## config.mk

```make
export PLATFORM = sky130hd
export DESIGN_NAME = parallax_scroll_sequencer
export DESIGN_NICKNAME = d
export VERILOG_FILES = /design/src/rtl/parallax_scroll_sequencer.sv
export SDC_FILE = /design/constraint.sdc
export NUM_CORES = 1
export LEC_CHECK = 0
export CORE_AREA = 2 2 187 189
export CTS_CLUSTER_SIZE = 40
export DETAILED_ROUTE_END_ITERATION = 16
export DIE_AREA = 0 0 189 191
export PLACE_DENSITY_LB_ADDON = 0.25
export SETUP_SLACK_MARGIN = 0.02
export SKIP_CTS_REPAIR_TIMING = 1
export SYNTH_ARGS = -nofsm -noshare
export SYNTH_HDL_FRONTEND = slang
export SYNTH_SLANG_ARGS = --single-unit
```

## constraint.sdc

```tcl
create_clock -name clk -period 5.5 [get_ports clk]
set_input_delay 1.1 -clock clk [delete_from_list [all_inputs] [get_ports clk]]
set_output_delay 1.1 -clock clk [all_outputs]
set_load 0.03 [all_outputs]
```

## src/rtl/parallax_scroll_sequencer.sv

```systemverilog
// Per-frame scroll controller: on each vsync rise, walks every layer/axis accumulator
// through one shared adder, then commits all offsets together so a frame never sees a partial set.
module parallax_scroll_sequencer #(
  parameter int NUM_LAYERS = 5,
  parameter int OFS_W      = 10,
  parameter int SPD_W      = 8
) (
  input  logic                        clk,
  input  logic                        rst_n,
  input  logic                        vsync,
  input  logic                        pause,
  input  logic                        step,
  input  logic                        cfg_valid,
  output logic                        cfg_ready,
  input  logic [2:0]                  cfg_layer,
  input  logic                        cfg_axis,
  input  logic [SPD_W-1:0]            cfg_speed,
  output logic [NUM_LAYERS*OFS_W-1:0] ofs_x,
  output logic [NUM_LAYERS*OFS_W-1:0] ofs_y,
  output logic [9:0]                  frame_cnt,
  output logic                        busy,
  output logic                        overrun,
  output logic                        cfg_err
);
  localparam int ACC_W = OFS_W + 2;
  localparam int K_W   = $clog2(2 * NUM_LAYERS);

  typedef enum logic [1:0] {IDLE, UPDATE, COMMIT} state_t;

  state_t           state, state_nxt;
  logic [K_W-1:0]   k;
  logic             vsync_d, rise, adv, step_pend, cfg_accept;
  logic [SPD_W-1:0] spd_x [NUM_LAYERS];
  logic [SPD_W-1:0] spd_y [NUM_LAYERS];
  logic [ACC_W-1:0] acc_x [NUM_LAYERS];
  logic [ACC_W-1:0] acc_y [NUM_LAYERS];
  logic [ACC_W-1:0] sel_acc, sum;
  logic [SPD_W-1:0] sel_spd;

  function automatic logic [SPD_W-1:0] reset_speed(input int layer, input logic axis);
    int v;
    v = 1;
    case (layer)
      0: v = axis ? 8 : 64;
      1: v = axis ? 6 : 28;
      2: v = axis ? 2 : 16;
      3: v = axis ? 1 : 8;
      4: v = axis ? 1 : 2;
      default: v = 1;
    endcase
    return SPD_W'(v);
  endfunction

  // Quarter-pixel accumulation wraps modulo 2^ACC_W; speed is zero-extended.
  function automatic logic [ACC_W-1:0] wrap_add(input logic [ACC_W-1:0] a,
                                                input logic [SPD_W-1:0] s);
    return a + ACC_W'(s);
  endfunction

  assign rise       = vsync & ~vsync_d;
  assign busy       = (state != IDLE);
  assign cfg_ready  = (state == IDLE) & ~rise;
  assign cfg_accept = cfg_valid & cfg_ready;

  always_comb begin
    sel_acc = '0;
    sel_spd = '0;
    for (int i = 0; i < NUM_LAYERS; i++) begin
      if (k == K_W'(2 * i)) begin
        sel_acc = acc_x[i];
        sel_spd = spd_x[i];
      end
      if (k == K_W'(2 * i + 1)) begin
        sel_acc = acc_y[i];
        sel_spd = spd_y[i];
      end
    end
    sum = wrap_add(sel_acc, adv ? sel_spd : '0);
  end

  always_comb begin
    state_nxt = state;
    case (state)
      IDLE:    if (rise) state_nxt = UPDATE;
      UPDATE:  if (k == K_W'(2 * NUM_LAYERS - 1)) state_nxt = COMMIT;
      COMMIT:  state_nxt = IDLE;
      default: state_nxt = IDLE;
    endcase
  end

  always_ff @(posedge clk or negedge rst_n) begin
    if (!rst_n) begin
      state     <= IDLE;
      k         <= '0;
      vsync_d   <= 1'b0;
      adv       <= 1'b0;
      step_pend <= 1'b0;
      frame_cnt <= '0;
      overrun   <= 1'b0;
      cfg_err   <= 1'b0;
    end else begin
      state   <= state_nxt;
      vsync_d <= vsync;
      if (state == IDLE && rise) begin
        k   <= '0;
        adv <= ~pause | step_pend;
      end else if (state == UPDATE) begin
        k <= k + 1'b1;
      end
      if (rise && state != IDLE) overrun <= 1'b1;
      if (cfg_accept && int'(cfg_layer) >= NUM_LAYERS) cfg_err <= 1'b1;
      if (state == COMMIT && adv) frame_cnt <= frame_cnt + 1'b1;
      // A step arriving during an advancing commit requests a further frame.
      if (!pause) step_pend <= 1'b0;
      else if (step) step_pend <= 1'b1;
      else if (state == COMMIT && adv) step_pend <= 1'b0;
    end
  end

  always_ff @(posedge clk or negedge rst_n) begin
    if (!rst_n) begin
      for (int i = 0; i < NUM_LAYERS; i++) begin
        spd_x[i] <= reset_speed(i, 1'b0);
        spd_y[i] <= reset_speed(i, 1'b1);
      end
    end else if (cfg_accept) begin
      for (int i = 0; i < NUM_LAYERS; i++) begin
        if (int'(cfg_layer) == i) begin
          if (cfg_axis) spd_y[i] <= cfg_speed;
          else          spd_x[i] <= cfg_speed;
        end
      end
    end
  end

  // UPDATE writes one accumulator per cycle; COMMIT copies all integer parts at once.
  always_ff @(posedge clk or negedge rst_n) begin
    if (!rst_n) begin
      ofs_x <= '0;
      ofs_y <= '0;
      for (int i = 0; i < NUM_LAYERS; i++) begin
        acc_x[i] <= '0;
        acc_y[i] <= '0;
      end
    end else begin
      for (int i = 0; i < NUM_LAYERS; i++) begin
        if (state == UPDATE && k == K_W'(2 * i))     acc_x[i] <= sum;
        if (state == UPDATE && k == K_W'(2 * i + 1)) acc_y[i] <= sum;
        if (state == COMMIT) begin
          ofs_x[i*OFS_W +: OFS_W] <= acc_x[i][ACC_W-1:2];
          ofs_y[i*OFS_W +: OFS_W] <= acc_y[i][ACC_W-1:2];
        end
      end
    end
  end

endmodule

```

# Word level (Yosys, flattened, before mapping)
# Index checks and enable logic that the tools add are counted.
[totals]
register_bits = 321
latch_bits = 0
ram_bits = 0
romBits = 0
word_cells = 119
mem_count = 0
[op_classes]
n_addsub = 3
mul = 0
div = 0
n_lt_le_gt_ge = 1
eq_ne = 18
shifts = 0
mux = 29
bitwise_logic = 8
n_reduce_logical = 30
[op_table]
columns = ["cell", "count"]
rows = [
  ["$mux 12", 10],
  ["$mux 8", 11],
  ["$reduce_and 3->1", 10],
  ["$eq 4x3->1 const B", 4],
  ["$logic_and 1x1->1", 14],
  ["$add 12x8->12", 1],
  ["$add 10x1->10 const B", 1],
  ["$eq 3x3->1 const B", 3],
  ["$eq 4x2->1 const B", 2],
  ["$eq 4x4->1 const B", 2],
  ["$mux 4", 2],
  ["$add 4x1->4 const B", 1],
  ["$eq 4x1->1 const B", 1],
  ["$logic_not 4->1", 1],
  ["$mux 2", 2],
  ["$not 1->1", 4],
  ["$pmux 2 s2", 1],
  ["$reduce_bool 2->1", 2],
  ["$and 1x1->1", 3],
  ["$eq 3x2->1 const B", 1],
  ["$ge 3x3->1 const B", 1],
  ["$logic_not 3->1", 1],
  ["$mux 1", 3],
  ["$ne 3x1->1 const B", 1],
  ["other kinds (7)", 7],
]

# Depth between registers and ports, before layout
[logic_depth]
ltp_word = 13
depth_mapped = 21
ltp_nobuf = 16

# Least setup slack after synthesis
# Ideal clock, no wire load.
[synth_timing]
path_kind = "reg2reg"
startpoint = "register k[0]"
endpoint = "register acc_x[10] (netlist bit)"
setup_time_ns = 0.125
arrival_time_ns = 3.919
t_required_ns = 5.375
path_slack_ns = 1.457
stages_incl_launch_ff = 21
synth_period_minus_slack_ns = 4.043
cell_sequence = "dfrtp_1 -> inv_1 -> ha_1 -> buf_2 -> buf_2 -> buf_2 -> buf_2 -> buf_2 -> nand3_1 -> o221ai_1 -> o21ai_1 -> ha_1 -> fa_1 -> a21o_1 -> a21oi_1 -> o21ai_0 -> a31o_2 -> clkbuf_1 -> buf_2 -> nand4_1 -> nand3_1"
[synth_between]
elab_chain_cells = 13
word_cells_on_any_way = 33
classes_between = "add/sub: 1; eq/ne: 9; mux: 21; reduce/logical: 2"
[synth_lines]
columns = ["element", "line_no", "rtl"]
rows = [
  ["start: declaration", "31", "logic [K_W-1:0] k;"],
  ["start signal: assignment", "108", "k <= k + 1'b1;"],
  ["$logic_not 4->1", "69", "if (k == K_W'(2 * i)) begin"],
  ["$mux 8", "69", ""],
  ["$mux 8", "73", "if (k == K_W'(2 * i + 1)) begin"],
  ["$mux 8", "69", ""],
  ["$mux 8", "73", ""],
  ["$mux 8", "69", ""],
  ["$mux 8", "73", ""],
  ["$mux 8", "69", ""],
  ["$mux 8", "73", ""],
  ["$mux 8", "69", ""],
  ["$mux 8", "73", ""],
  ["$mux 8", "78", "sum = wrap_add(sel_acc, adv ? sel_spd : '0);"],
  ["$add 12x8->12", "57", "return a + ACC_W'(s);"],
  ["end signal: indexed assignment", "147", "if (state == UPDATE && k == K_W'(2 * i)) acc_x[i] <= sum;"],
  ["end: declaration", "35", "logic [ACC_W-1:0] acc_x [NUM_LAYERS];"],
]
# Several ways; a longest one is shown, not always the timed one.
# A chain may end at the register's enable or synchronous reset.

# Final worst setup path
[layout_timing]
startpoint = "register k[1]"
endpoint = "register acc_y[11] (netlist bit)"
[layout_between]
elab_chain_cells = 13
word_cells_on_any_way = 33
classes_between = "add/sub: 1; eq/ne: 9; mux: 21; reduce/logical: 2"
[layout_lines]
columns = ["element", "line_no", "rtl"]
rows = [
  ["$logic_not 4->1", "69", ""],
  ["$mux 8", "69", ""],
  ["$mux 8", "73", ""],
  ["$mux 8", "69", ""],
  ["$mux 8", "73", ""],
  ["$mux 8", "69", ""],
  ["$mux 8", "73", ""],
  ["$mux 8", "69", ""],
  ["$mux 8", "73", ""],
  ["$mux 8", "69", ""],
  ["$mux 8", "73", ""],
  ["$mux 8", "78", ""],
  ["$add 12x8->12", "57", ""],
  ["end signal: indexed assignment", "148", "if (state == UPDATE && k == K_W'(2 * i + 1)) acc_y[i] <= sum;"],
  ["end: declaration", "36", "logic [ACC_W-1:0] acc_y [NUM_LAYERS];"],
]
# Several ways; a longest one is shown, not always the timed one.

==> results.cfg <==
[routing]
drc = 0
vias_per_cell = 5.609
dr.pass1.iters = 5
vias = 11590
wl_per_cell_um = 19.82
ant_nets = 0
drt-total-wl_um = 40980
drt_iter0_markers = 1057

[worst_hold_path]
holdCritPathClass = reg -> reg
hold_end = ofs_x[49]$_DFFE_PN0N_
hp-start = ofs_x[49]$_DFFE_PN0N_
hold_depth = 2

[layout]
multiInputGateArea_mm2 = 0.006220
regArea_mm2 = 0.008049
postLayoutCellArea_mm2 = 0.01768
layout-drive-gt1-share_pct = 13.34
num_antenna_cells = 0
syn_to_final_growth_pct = 19.54
final_nets = 1617
fillers = 3076

[placed_design]
place_congestion = 0.9085
hpwl_um = 28030
postPlaceCellArea_mm2 = 0.01641
port_buffers = 131

[grt]
grt_max_degree = 130
grt_pass1_wl_um = 64940
antenna_found_initial = 0
grtUsageTotal_pct = 22.95
grt.overflow.total = 0
grt_pass1_vias = 11340

[yosys]
synth_seq_cells = 321
synth_area_mm2 = 0.01479
synth.net_count = 1536
ys.flop_type = dfrtp_1
synth_common_cells = nand2_1 (440), dfrtp_1 (308), mux2_2 (104), o21ai_0 (93), clkbuf_1 (66)
synth_cells = 1504
yosysWarnings = 0
yosysMostFrequentCell = nand2_1
synth_cell_type_count = 70
synth_top_area_share_pct = 52.11
synth-edff-count = 0
ys_seq_area_share_pct = 54.42
avgSynthCellArea_um2 = 9.835
synth_top_area_cell = dfrtp_1
ys_top_cells_by_area = dfrtp_1 (52%), nand2_1 (11%), mux2_2 (7.9%), o21ai_0 (3.1%), dfstp_2 (2.3%)
async_flop_share_pct = 100.0

[critical_path]
critPathRequiredTime_ns = 5.89
crit_chain = inv_1 > ha_1 > and3b_1 > buf_4 > nor2_1 > a221oi_1 > o21ai_0 > ha_1 > inv_1 > o21bai_1 > o2111ai_1 > a21oi_2 > a311o_1 > nand3_1
path_class = reg -> reg
slowest_stage = a21oi_2
reg2reg_to = acc_y[11]$_DFFE_PN0P_
critical_path.max_stage_delay_ns = 0.76
ff2ff_path_depth = 14
worstPathArrival_ns = 5.13
end_kind = flip-flop
reg2reg_slack_ns = 0.76
start_kind = flip-flop
r2r-start = k[1]$_DFFE_PN0P_
crit_fanout = 20

[timing]
fmax_ghz = 0.2110
rsz0062_at_grt = false
slew_headroom_pct = 22.18
post-route-period-util_pct = 86.17
tightest_slew_ns = 1.167
setup_viol = 0
skew_ns = 0.02381
finalHoldViolCount = 0
min_period_ns = 4.739
slew_violations = 0
setup-tns-final_ns = 0

[cts]
cts.sinks = 321
clock_latency_ns = 0.53
path_clk_slew_ns = 0.06
cts_tree = built
htreeDepth = 2
cts_buffers = 36
cts-root-buf = clkbuf_16
ctsLongestPathBuffers = 3

[power]
p_per_area_mw_per_mm2 = 604.7
vdd_drop_max_mv = 0.3424
power_leakage_nw = 8.202

[floorplanning]
dieArea_mm2 = 0.03610
rows = 68
start_util_pct = 43.35
coreArea_mm2 = 0.03412
num_io_pins = 132
die_x_um = 189
die_y_um = 191

[status]
status = finished clean

[job]
maxCapViolCount = 0
## layout by cell type (no fill, tap or decap), types with 14 or more instances in the layout
cell type and instances:
a221oi_1 18, dfrtp_1 308, o21ai_1 23, inv_1 17
nand4_1 22, mux2_2 104, nand3b_1 14, nor2_1 63
clkdlybuf4s50_1 130, nand2_1 440, nand3_1 35, clkbuf_16 38
o21ai_0 93, buf_4 19, a311o_1 21, a21oi_1 51
## flip-flops by register name (all words and copies together) (netlist names)
signal / count
spd_y: 40
acc_x: 60
spd_x: 40
ofs_y: 50
vsync_d: 1
overrun: 1
acc_y: 60
state: 2
k: 4
step_pend: 1
adv: 1
ofs_x: 50
frame_cnt: 10
cfg_err: 1
## worst max-delay path: cells and delay by family (launching register included)
family	cells	cell delay (ns)
adders and majority gates	2	0.81
AOI/OAI and AO/OA	6	2.16
DFF	1	0.41
and+or+nand+nor	3	0.74
buffers and inverters	3	0.49
## how the worst max path moves through the flow
| stage | slack (ns) | startpoint | endpoint |
|---|---|---|---|
| after floorplan | 1.46 | k[0]$_DFFE_PN0P_ | acc_x[10]$_DFFE_PN0P_ |
| after global routing | 0.44 | k[3]$_DFFE_PN0P_ | acc_y[8]$_DFFE_PN0P_ |
| after detailed placement | 0.85 | k[1]$_DFFE_PN0P_ | acc_y[23]$_DFFE_PN0P_ |
| final | 0.76 | k[1]$_DFFE_PN0P_ | acc_y[11]$_DFFE_PN0P_ |
| after CTS | 0.85 | k[1]$_DFFE_PN0P_ | acc_y[8]$_DFFE_PN0P_ |
| after global placement | 1.01 | k[1]$_DFFE_PN0P_ | acc_x[11]$_DFFE_PN0P_ |
## through the flow
step                power, mW  utilization [%]  worst slack (ns)  hold WS, ns  instances
floorplan               6.341                -             1.457       0.4499       1504
global placement        7.993            48.09             1.015       0.4589       2002
detailed placement      8.081            48.09            0.8505       0.4609       2002
CTS                     10.68            51.83            0.8483       0.4769       2067
global route            11.25            51.83            0.4422       0.4899       2067
finish                  10.69            51.83            0.7608       0.4714       2067
## cell type report
class / instances / share of cell area (%)
Timing Repair Buffer: 152 / 8.477
Sequential cell: 321 / 45.52
Inverter: 19 / 0.4033
Clock inverter: 12 / 1.281
Tap cell: 455 / 3.220
Multi-Input combinational cell: 1055 / 35.18
Clock buffer: 53 / 5.923
## metal layers
metal / track usage, % / routed length, µm / up-vias
met5: 0 / 0 / -
li1: - / - / 5356
met4: 9.495 / 1590 / 0
met1: 32.53 / 18230 / 5718
met2: 34.80 / 18390 / 434
met3: 4.131 / 2765 / 85
## kinds of logic (layout without fill, tap and decap cells)
logic type	Yosys count	after routing	synth area share [%]
AND/OR/NAND/NOR	630	630	18.28
adder cells (fa/ha/maj)	14	14	1.235
flip-flops	321	321	54.42
XOR/XNOR	15	15	0.9897
multiplexers	113	113	8.670
AO/OA/AOI/OAI	283	283	12.67
buffers and inverters	128	236	3.739
## report_power, final
| group | internal [mW] | leakage (nW) | switching, mW |
|---|---|---|---|
| Sequential | 3.09 | 4.27 | 0.607 |
| Clock | 1.61 | 0.614 | 0.966 |
| Combinational | 1.53 | 3.32 | 2.90 |
No activity file was read; power rests on OpenSTA's default activity.
